## src/rtl/axi_slave_read_channel_if.sv

```systemverilog
// AXI read-address and read-data channel bundle between a read master and a read slave.
interface axi_slave_read_channel_if #(
    parameter int unsigned ADDR_WIDTH         = 32,
    parameter int unsigned READ_CHANNEL_WIDTH = 32,
    parameter int unsigned READ_BURST_LEN     = 8
);
    logic                          ARVALID;
    logic                          ARREADY;
    logic [ADDR_WIDTH-1:0]         ARADDR;
    logic [READ_BURST_LEN-1:0]     ARLEN;
    logic [2:0]                    ARSIZE;
    logic [1:0]                    ARBURST;
    logic                          RVALID;
    logic                          RREADY;
    logic [READ_CHANNEL_WIDTH-1:0] RDATA;
    logic                          RLAST;
    logic [1:0]                    RRESP;

    modport master (
        output ARVALID, ARADDR, ARLEN, ARSIZE, ARBURST, RREADY,
        input  ARREADY, RVALID, RDATA, RLAST, RRESP
    );

    modport slave (
        input  ARVALID, ARADDR, ARLEN, ARSIZE, ARBURST, RREADY,
        output ARREADY, RVALID, RDATA, RLAST, RRESP
    );
endinterface

```

## src/rtl/axi_slave_read_channel.sv

```systemverilog
// AXI read slave: accepts one burst at a time, reads a 1-cycle-latency memory and
// returns beats through a 2-entry credit-managed output FIFO.
module axi_slave_read_channel #(
    parameter int unsigned ADDR_WIDTH         = 32,
    parameter int unsigned READ_CHANNEL_WIDTH = 32,
    parameter int unsigned READ_BURST_LEN     = 8
) (
    input  logic                          clk,
    input  logic                          rst,
    axi_slave_read_channel_if.slave       axi,
    output logic                          mem_ren,
    output logic [ADDR_WIDTH-1:0]         mem_raddr,
    input  logic [READ_CHANNEL_WIDTH-1:0] mem_rdata
);
    localparam int unsigned BEAT_BYTES = READ_CHANNEL_WIDTH / 8;
    localparam int unsigned CNT_WIDTH  = READ_BURST_LEN + 1;

    typedef enum logic {
        IDLE  = 1'b0,
        BURST = 1'b1
    } state_t;

    typedef struct packed {
        logic [READ_CHANNEL_WIDTH-1:0] data;
        logic                          last;
        logic [1:0]                    resp;
    } entry_t;

    state_t                  state_q, state_d;
    logic [READ_BURST_LEN-1:0] len_q;
    logic [1:0]              burst_q;
    logic [ADDR_WIDTH-1:0]   addr_q;
    logic [CNT_WIDTH-1:0]    issued_q;
    logic [CNT_WIDTH-1:0]    beat_q;
    logic                    inflight_q;
    entry_t                  fifo_q [2];
    logic                    rd_ptr_q;
    logic                    wr_ptr_q;
    logic [1:0]              count_q;

    logic   arready;
    logic   issue;
    logic   pop;
    logic   push;
    logic   bad_burst;
    logic   more_to_issue;
    logic   credit_ok;
    entry_t head;
    entry_t push_entry;
    logic   unused_arsize;

    assign head          = fifo_q[rd_ptr_q];
    assign pop           = (count_q != 2'd0) && axi.RREADY;
    assign push          = inflight_q;
    assign bad_burst     = burst_q[1];
    assign more_to_issue = issued_q < (CNT_WIDTH'(len_q) + CNT_WIDTH'(1));
    // Reserve a FIFO slot for every read still in flight so a return always has room.
    assign credit_ok     = (3'(count_q) + 3'(inflight_q)) < (3'd2 + 3'(pop));

    assign push_entry.data = bad_burst ? '0 : mem_rdata;
    assign push_entry.last = (beat_q == CNT_WIDTH'(len_q));
    assign push_entry.resp = bad_burst ? 2'b10 : 2'b00;

    assign axi.ARREADY = arready;
    assign axi.RVALID  = (count_q != 2'd0);
    assign axi.RDATA   = head.data;
    assign axi.RLAST   = head.last;
    assign axi.RRESP   = head.resp;
    // Unsupported bursts still pace their error beats through issue, but never touch memory.
    assign mem_ren     = issue && !bad_burst;
    assign mem_raddr   = addr_q;
    assign unused_arsize = ^axi.ARSIZE;

    always_ff @(posedge clk) begin
        if (rst) begin
            state_q <= IDLE;
        end else begin
            state_q <= state_d;
        end
    end

    always_comb begin
        state_d = state_q;
        arready = 1'b0;
        issue   = 1'b0;
        case (state_q)
            IDLE: begin
                arready = !rst;
                if (axi.ARVALID && arready) begin
                    state_d = BURST;
                end
            end
            BURST: begin
                issue = more_to_issue && credit_ok;
                if (pop && head.last) begin
                    state_d = IDLE;
                end
            end
            default: state_d = IDLE;
        endcase
    end

    // Burst context, issue/beat counters and the output FIFO.
    always_ff @(posedge clk) begin
        if (rst) begin
            len_q      <= '0;
            burst_q    <= '0;
            addr_q     <= '0;
            issued_q   <= '0;
            beat_q     <= '0;
            inflight_q <= 1'b0;
            fifo_q[0]  <= '0;
            fifo_q[1]  <= '0;
            rd_ptr_q   <= 1'b0;
            wr_ptr_q   <= 1'b0;
            count_q    <= '0;
        end else begin
            if (axi.ARVALID && arready) begin
                len_q    <= axi.ARLEN;
                burst_q  <= axi.ARBURST;
                addr_q   <= axi.ARADDR;
                issued_q <= '0;
                beat_q   <= '0;
            end
            if (issue) begin
                issued_q <= issued_q + CNT_WIDTH'(1);
                if (burst_q == 2'b01) begin
                    addr_q <= addr_q + ADDR_WIDTH'(BEAT_BYTES);
                end
            end
            inflight_q <= issue;
            if (push) begin
                fifo_q[wr_ptr_q] <= push_entry;
                wr_ptr_q         <= !wr_ptr_q;
                beat_q           <= beat_q + CNT_WIDTH'(1);
            end
            if (pop) begin
                rd_ptr_q <= !rd_ptr_q;
            end
            count_q <= count_q + 2'(push) - 2'(pop);
        end
    end
endmodule

```

## src/flat_wrapper.sv

```systemverilog
// flat-port wrapper written by rule: the top's interface ports become plain ports
module axi_slave_read_channel_flat 
#(
    parameter int unsigned ADDR_WIDTH         = 32,
    parameter int unsigned READ_CHANNEL_WIDTH = 32,
    parameter int unsigned READ_BURST_LEN     = 8
)
  (clk, rst, mem_ren, mem_raddr, mem_rdata, axi_ARVALID, axi_ARADDR, axi_ARLEN, axi_ARSIZE, axi_ARBURST, axi_RREADY, axi_ARREADY, axi_RVALID, axi_RDATA, axi_RLAST, axi_RRESP);
  axi_slave_read_channel_if #(.ADDR_WIDTH(ADDR_WIDTH), .READ_CHANNEL_WIDTH(READ_CHANNEL_WIDTH), .READ_BURST_LEN(READ_BURST_LEN)) axi_i ();
  input  logic clk;
  input  logic rst;
  output logic mem_ren;
  output logic [ADDR_WIDTH-1:0] mem_raddr;
  input  logic [READ_CHANNEL_WIDTH-1:0] mem_rdata;
  input wire logic [$bits(axi_i.ARVALID)-1:0] axi_ARVALID;
  input wire logic [$bits(axi_i.ARADDR)-1:0] axi_ARADDR;
  input wire logic [$bits(axi_i.ARLEN)-1:0] axi_ARLEN;
  input wire logic [$bits(axi_i.ARSIZE)-1:0] axi_ARSIZE;
  input wire logic [$bits(axi_i.ARBURST)-1:0] axi_ARBURST;
  input wire logic [$bits(axi_i.RREADY)-1:0] axi_RREADY;
  output wire logic [$bits(axi_i.ARREADY)-1:0] axi_ARREADY;
  output wire logic [$bits(axi_i.RVALID)-1:0] axi_RVALID;
  output wire logic [$bits(axi_i.RDATA)-1:0] axi_RDATA;
  output wire logic [$bits(axi_i.RLAST)-1:0] axi_RLAST;
  output wire logic [$bits(axi_i.RRESP)-1:0] axi_RRESP;
  assign axi_i.ARVALID = axi_ARVALID;
  assign axi_i.ARADDR = axi_ARADDR;
  assign axi_i.ARLEN = axi_ARLEN;
  assign axi_i.ARSIZE = axi_ARSIZE;
  assign axi_i.ARBURST = axi_ARBURST;
  assign axi_i.RREADY = axi_RREADY;
  assign axi_ARREADY = axi_i.ARREADY;
  assign axi_RVALID = axi_i.RVALID;
  assign axi_RDATA = axi_i.RDATA;
  assign axi_RLAST = axi_i.RLAST;
  assign axi_RRESP = axi_i.RRESP;
  axi_slave_read_channel #(.ADDR_WIDTH(ADDR_WIDTH), .READ_CHANNEL_WIDTH(READ_CHANNEL_WIDTH), .READ_BURST_LEN(READ_BURST_LEN)) u_core (.clk(clk), .rst(rst), .axi(axi_i), .mem_ren(mem_ren), .mem_raddr(mem_raddr), .mem_rdata(mem_rdata));
endmodule
```

## config.mk

```make
export PLATFORM = sky130hd
export DESIGN_NAME = axi_slave_read_channel_flat
export DESIGN_NICKNAME = d
export VERILOG_FILES = /design/src/rtl/axi_slave_read_channel_if.sv /design/src/rtl/axi_slave_read_channel.sv /design/src/flat_wrapper.sv
export SDC_FILE = /design/constraint.sdc
export NUM_CORES = 1
export LEC_CHECK = 0
export ABC_AREA = 0
export CAP_MARGIN = 5
export CORE_MARGIN = 1.5
export CORE_UTILIZATION = 55
export DETAILED_ROUTE_END_ITERATION = 6
export GPL_ROUTABILITY_DRIVEN = 1
export PLACE_DENSITY_LB_ADDON = 0.2
export SYNTH_ARGS = -nofsm -noshare
export SYNTH_HDL_FRONTEND = slang
export SYNTH_SLANG_ARGS = --single-unit
```

## constraint.sdc

```tcl
create_clock -name clk -period 7.3 [get_ports clk]
set_input_delay 1.095 -clock clk [delete_from_list [all_inputs] [get_ports clk]]
set_output_delay 1.095 -clock clk [all_outputs]
set_load 0.03 [all_outputs]
```

== Word-level counts from Yosys, hierarchy flattened ==
Memory sizes are Yosys's and may differ from the RTL's. A register that Yosys moved wholly into a read port is not among the register bits.
Index checks and enable logic that the tools add are counted.

* Register bits: 66
* Memory bits (writable): 70
* Bits of input ports: 81
* Output and inout bits: 70
* Memories: 1

* Add/subtract/negate cells: 8
* Order comparisons: 2
* Equality and inequality tests: 2
* Mux-type cells: 23
* Bitwise operators: 1
* Reductions and logical operators: 14

{| class="wikitable"
|+ Memories
! name !! words !! width !! rd ports !! clocked after Yosys merged registers in !! write ports !! line !! RTL
|-
| u_core.fifo_q || 2 || 35 || 1 || 1 || 2 || axi_slave_read_channel.sv:36 || <nowiki>entry_t fifo_q [2];</nowiki>
|}

{| class="wikitable"
|+ Operator list
! kind !! count
|-
| 32-bit two-way mux || 4
|-
| 35-bit two-way mux || 1
|-
| 35-bit OR reduction || 1
|-
| 32-bit by 3-bit adder with 32-bit output, second input constant || 1
|-
| 9-bit two-way mux || 3
|-
| 9-bit by 1-bit adder with 9-bit output, second input constant || 2
|-
| 1-bit two-way mux || 13
|-
| 8-bit by 1-bit adder with 9-bit output, second input constant || 1
|-
| 9-bit by 8-bit equality test with 1-bit output || 1
|-
| 9-bit < comparator || 1
|-
| 1-bit logical AND || 6
|-
| 2-bit nonzero test || 3
|-
| 1-bit zero test || 4
|-
| 2-bit by 1-bit adder with 3-bit output || 1
|-
| 2-bit by 1-bit adder with 3-bit output, first input constant || 1
|-
| 3-bit < comparator || 1
|-
| 2-bit by 1-bit adder with 2-bit output || 1
|-
| 2-bit by 1-bit equality test with 1-bit output, second input constant || 1
|-
| 2-bit two-way mux || 1
|-
| 1-bit case mux with 2 select lines || 1
|-
| 2-bit by 1-bit subtractor with 2-bit output || 1
|-
| 1-bit inverter || 1
|}

== Longest topological paths before layout ==
* Depth after elaboration: 7
* Gate-level depth with buffers: 14
* Gate-level depth less buffers: 11

== Worst setup path before layout ==
No wires, ideal clock.

* Path type: flip-flop to output port
* Start point: register u_core.len_q[0]
* End point: output port mem_ren
* Arrival: 2.722 ns
* Slack: 3.483 ns
* Stages on the path, launching flop included: 14
* Path buffers: 3
* Cell sequence: dfxtp_1 > ha_1 > nand3_1 > nor2_1 > xnor2_1 > ha_1 > nand4_1 > a211oi_1 > or2_1 > buf_2 > or2_1 > clkbuf_1 > clkbuf_1 > nor2_1

* Word-level cells in the longest chain between the ends: 5

{| class="wikitable"
|+ Ends and longest elaborated chain
! what !! line !! RTL
|-
| from (decl) || axi_slave_read_channel.sv:30 || <nowiki>logic [READ_BURST_LEN-1:0] len_q;</nowiki>
|-
| from (signal assigned) || axi_slave_read_channel.sv:119 || <nowiki>len_q <= axi.ARLEN;</nowiki>
|-
| 8-bit by 1-bit adder with 9-bit output || axi_slave_read_channel.sv:56 || <nowiki>assign more_to_issue = issued_q < (CNT_WIDTH'(len_q) + CNT_WIDTH'(1));</nowiki>
|-
| 9-bit < comparator || axi_slave_read_channel.sv:56 ||
|-
| 1-bit logical AND || axi_slave_read_channel.sv:94 || <nowiki>issue = more_to_issue && credit_ok;</nowiki>
|-
| 1-bit two-way mux || axi_slave_read_channel.sv:86 || <nowiki>case (state_q)</nowiki>
|-
| 1-bit logical AND || axi_slave_read_channel.sv:70 || <nowiki>assign mem_ren = issue && !bad_burst;</nowiki>
|-
| to (decl) || flat_wrapper.sv:12 || <nowiki>output logic mem_ren;</nowiki>
|}

Every way passes these cells.

== Worst setup path in the final report ==
Same ends and word-level chain as after synthesis.

==> run_results.csv <==
group,metric,value,unit
run_status,status,"complete, no violations",
clock_network,cts.htree.levels,4,
yosys,syn_inst,702,
clock_network,cts_root_buffer,"clkbuf_16",
timing,finalMaxSlewViolations,0,
yosys,synth-edff-count,68,
setup_path,crit_start,"u_core.len_q[0]",
route,dr.pass1.iters,5,
setup_path,critPathCaptureType,"output pin",
job,cap_violations,0,
yosys,synth_fp_nets,799,
power,p_leak,3.22,nW
global_route,grt_max_degree,73,
die,fp.coreArea,12000,µm²
timing,rsz0062_at_grt,"no",
setup_path,path_class,"flop to output pin",
clock_network,cts_resized,0,
hold_path,hold_depth,2,
clock_network,numCtsBuffers,17,
hold_path,whs_endpoint,"u_core.mem_raddr[0]",
die,initial_core_util,0.563,
global_route,grt-ovfl-total,0,
timing,fmax,206,MHz
clock_network,clock_latency,0.41,ns
setup_path,r2r_end,"u_core.mem_raddr[31]",
yosys,syn_area_per_cell,9.63,µm²
route,ant_nets,0,
die,die_area,13000,µm²
setup_path,crit_path_start_kind,"flop",
yosys,yosysSeqAreaShare,0.501,
final_layout,area_growth,30.6,%
yosys,synth.cell_area,6760,µm²
timing,max_slew.worst_pin.slew,1.04,ns
route,drt_iter0_drc,481,
final_layout,diodes,0,
route,wire_per_inst,16.9,µm
placed_design,place_congestion,0.860,
yosys,synth_ff_type,"edfxtp_1",
yosys,async_flop_share,0,
route,avgViaCountPerCell,5.91,
setup_path,r2r_start,"u_core.len_q[0]",
power,powerDensity,266,nW/µm²
global_route,antenna_found_initial,0,
timing,fin_worst_skew,0.0132,ns
die,die_w,114,µm
clock_network,cts_hold_buf,0,
timing,post-route-period-util,0.665,
placed_design,place.port_buffers,146,
clock_network,clock-sinks,135,
yosys,synth-simple-area-share,0.233,
yosys,synth_top_family_by_area,"simple AND/OR/NAND/NOR gates",
setup_path,worst_r2r_path_depth,11,
setup_path,cp_max_fo,15,
placed_design,hpwl,10700,µm
route,vias,5844,
route,wl,16700,µm
timing,final.setup.tns,0,ns
yosys,yosys-mux-area-fraction,0.0613,
hold_path,min_from,"u_core.mem_raddr[0]",
die,ioPinCount,151,
global_route,grt_pass1_vias,5676,
clock_network,clkTransAtPathRegs,0.06,ns
clock_network,cts_tree,"yes",
yosys,yosys.cell_types.count,61,
setup_path,worstPathRequired,6.20,ns
hold_path,worstHoldPathType,"flop to flop",
final_layout,drive_gt1_frac,0.105,
timing,hold_viol_final,0,
global_route,grtUsageTotal,0.259,
final_layout,nFillCells,886,
yosys,synth-compound-area-share,0.101,
die,die_y,114,µm
route,drc_errors,0,
clock_network,clk_path_buf_depth,2,
power,vdd_drop_max,150,µV
timing,fin_crit,4.85,ns
setup_path,cp.arrival,3.76,ns
yosys,synth_xor_xnor_area_share,0.0298,
yosys,synth_warnings,0,
timing,relSlewSlack,0.301,
yosys,synth_seq_cells,135,
setup_path,r2r_slack,3.64,ns
global_route,grt_pass1_wl,26700,µm
final_layout,final_nets,925,
yosys,synthAdderAreaFrac,0.0296,
die,rows,40,
timing,hold_slack,0.476,ns
timing,setup_viol,0,
clock_network,post_cts_buffers,0,
[state kept, by name (all words and copies together) (netlist names), named ones only]
register and count:
u_core.wr_ptr_q 1, u_core.state_q 1, u_core.issued_q 9, u_core.rd_ptr_q 1, u_core.count_q 2, u_core.inflight_q 1, u_core.len_q 8, u_core.burst_q 2
u_core.beat_q 9, u_core.fifo_q 68, u_core.mem_raddr 32
[cells in the final DEF, fill, tap and decap left out, types with 16 or more instances in the layout]
cell             count
clkdlybuf4s50_1    145
nand2_1            100
nor2_1              98
edfxtp_1            68
dfxtp_1             67
nand3_1             40
mux2_2              35
a31oi_1             28
a21oi_1             17
clkbuf_16           17
nand3b_1            16
ha_1                16
[per-layer routing]
metal  vias up  GRT usage  wire, µm
met4         0     0.0992       344
met3        32     0.0531       984
met1      2785      0.326      7090
li1       2788          -         -
met5         -          0         0
met2       239      0.440      8320
[logic make-up after synthesis]
kind of cell / count (synthesis)
other: 1
adder cells (fa/ha/maj): 16
multiplexers: 37
AO/OA/AOI/OAI: 97
XOR/XNOR: 23
buffers and inverters: 63
AND/OR/NAND/NOR: 330
flip-flops: 135
[Yosys cell counts, drive strengths merged, types with 14 or more instances]
cell type	number	share of area
a21oi	17	0.013
a31oi	28	0.026
clkbuf	37	0.026
dfxtp	67	0.20
edfxtp	68	0.30
ha	16	0.030
inv	15	0.0083
mux2	35	0.058
nand2	101	0.056
nand3	41	0.031
nand3b	16	0.018
nor2	98	0.054
or3	14	0.013
[where the power goes]
group / internal (mW) / total (mW) / switching [mW]
logic: 0.257 / 0.574 / 0.317
clock network: 0.539 / 0.872 / 0.333
registers: 0.856 / 0.903 / 0.0473
[final cells by class]
cell class                 instances  area (µm²)  share of cell area
timing repair buffer             154        1520               0.172
tap                              147         184              0.0208
multi-input combinational        504        3080               0.349
clock buffer                      17         425              0.0482
inverter                          16        60.1             0.00680
sequential                       135        3380               0.383
clock inverter                    15         179              0.0203
[critical path: stages (launching register included)]
cell and delay [ns]:
dfxtp_1 0.48, ha_1 0.23, nand3_1 0.12, nor2_1 0.21, xnor2_1 0.16, ha_1 0.28
a211o_1 0.29, o211ai_1 0.12, nand3_1 0.16, or2_1 0.44, nor2_1 0.16, clkdlybuf4s50_1 0.68
[worst max-delay path by stage]
stage | endpoint | slack (ns) | depth (start not counted)
after global routing | mem_ren | 2.28 | 11
final | mem_ren | 2.45 | 11
after detailed placement | mem_ren | 2.84 | 7
after CTS | mem_ren | 2.43 | 11
after global placement | mem_ren | 2.88 | 7
after floorplan | mem_ren | 3.48 | 13
[metrics by stage]
stage | utilization | power [mW] | std cells | worst slack [ns] | instance area [µm²]
after global placement | 0.684 | 1.48 | 956 | 2.88 | 8220
after CTS | 0.735 | 2.36 | 988 | 2.43 | 8830
after detailed placement | 0.684 | 1.49 | 956 | 2.84 | 8220
final | 0.735 | 2.35 | 988 | 2.45 | 8830
after global routing | 0.735 | 2.44 | 988 | 2.28 | 8830
after floorplan | - | 1.27 | 702 | 3.48 | 6760
Note: power is estimated with default switching activity, not from simulation.
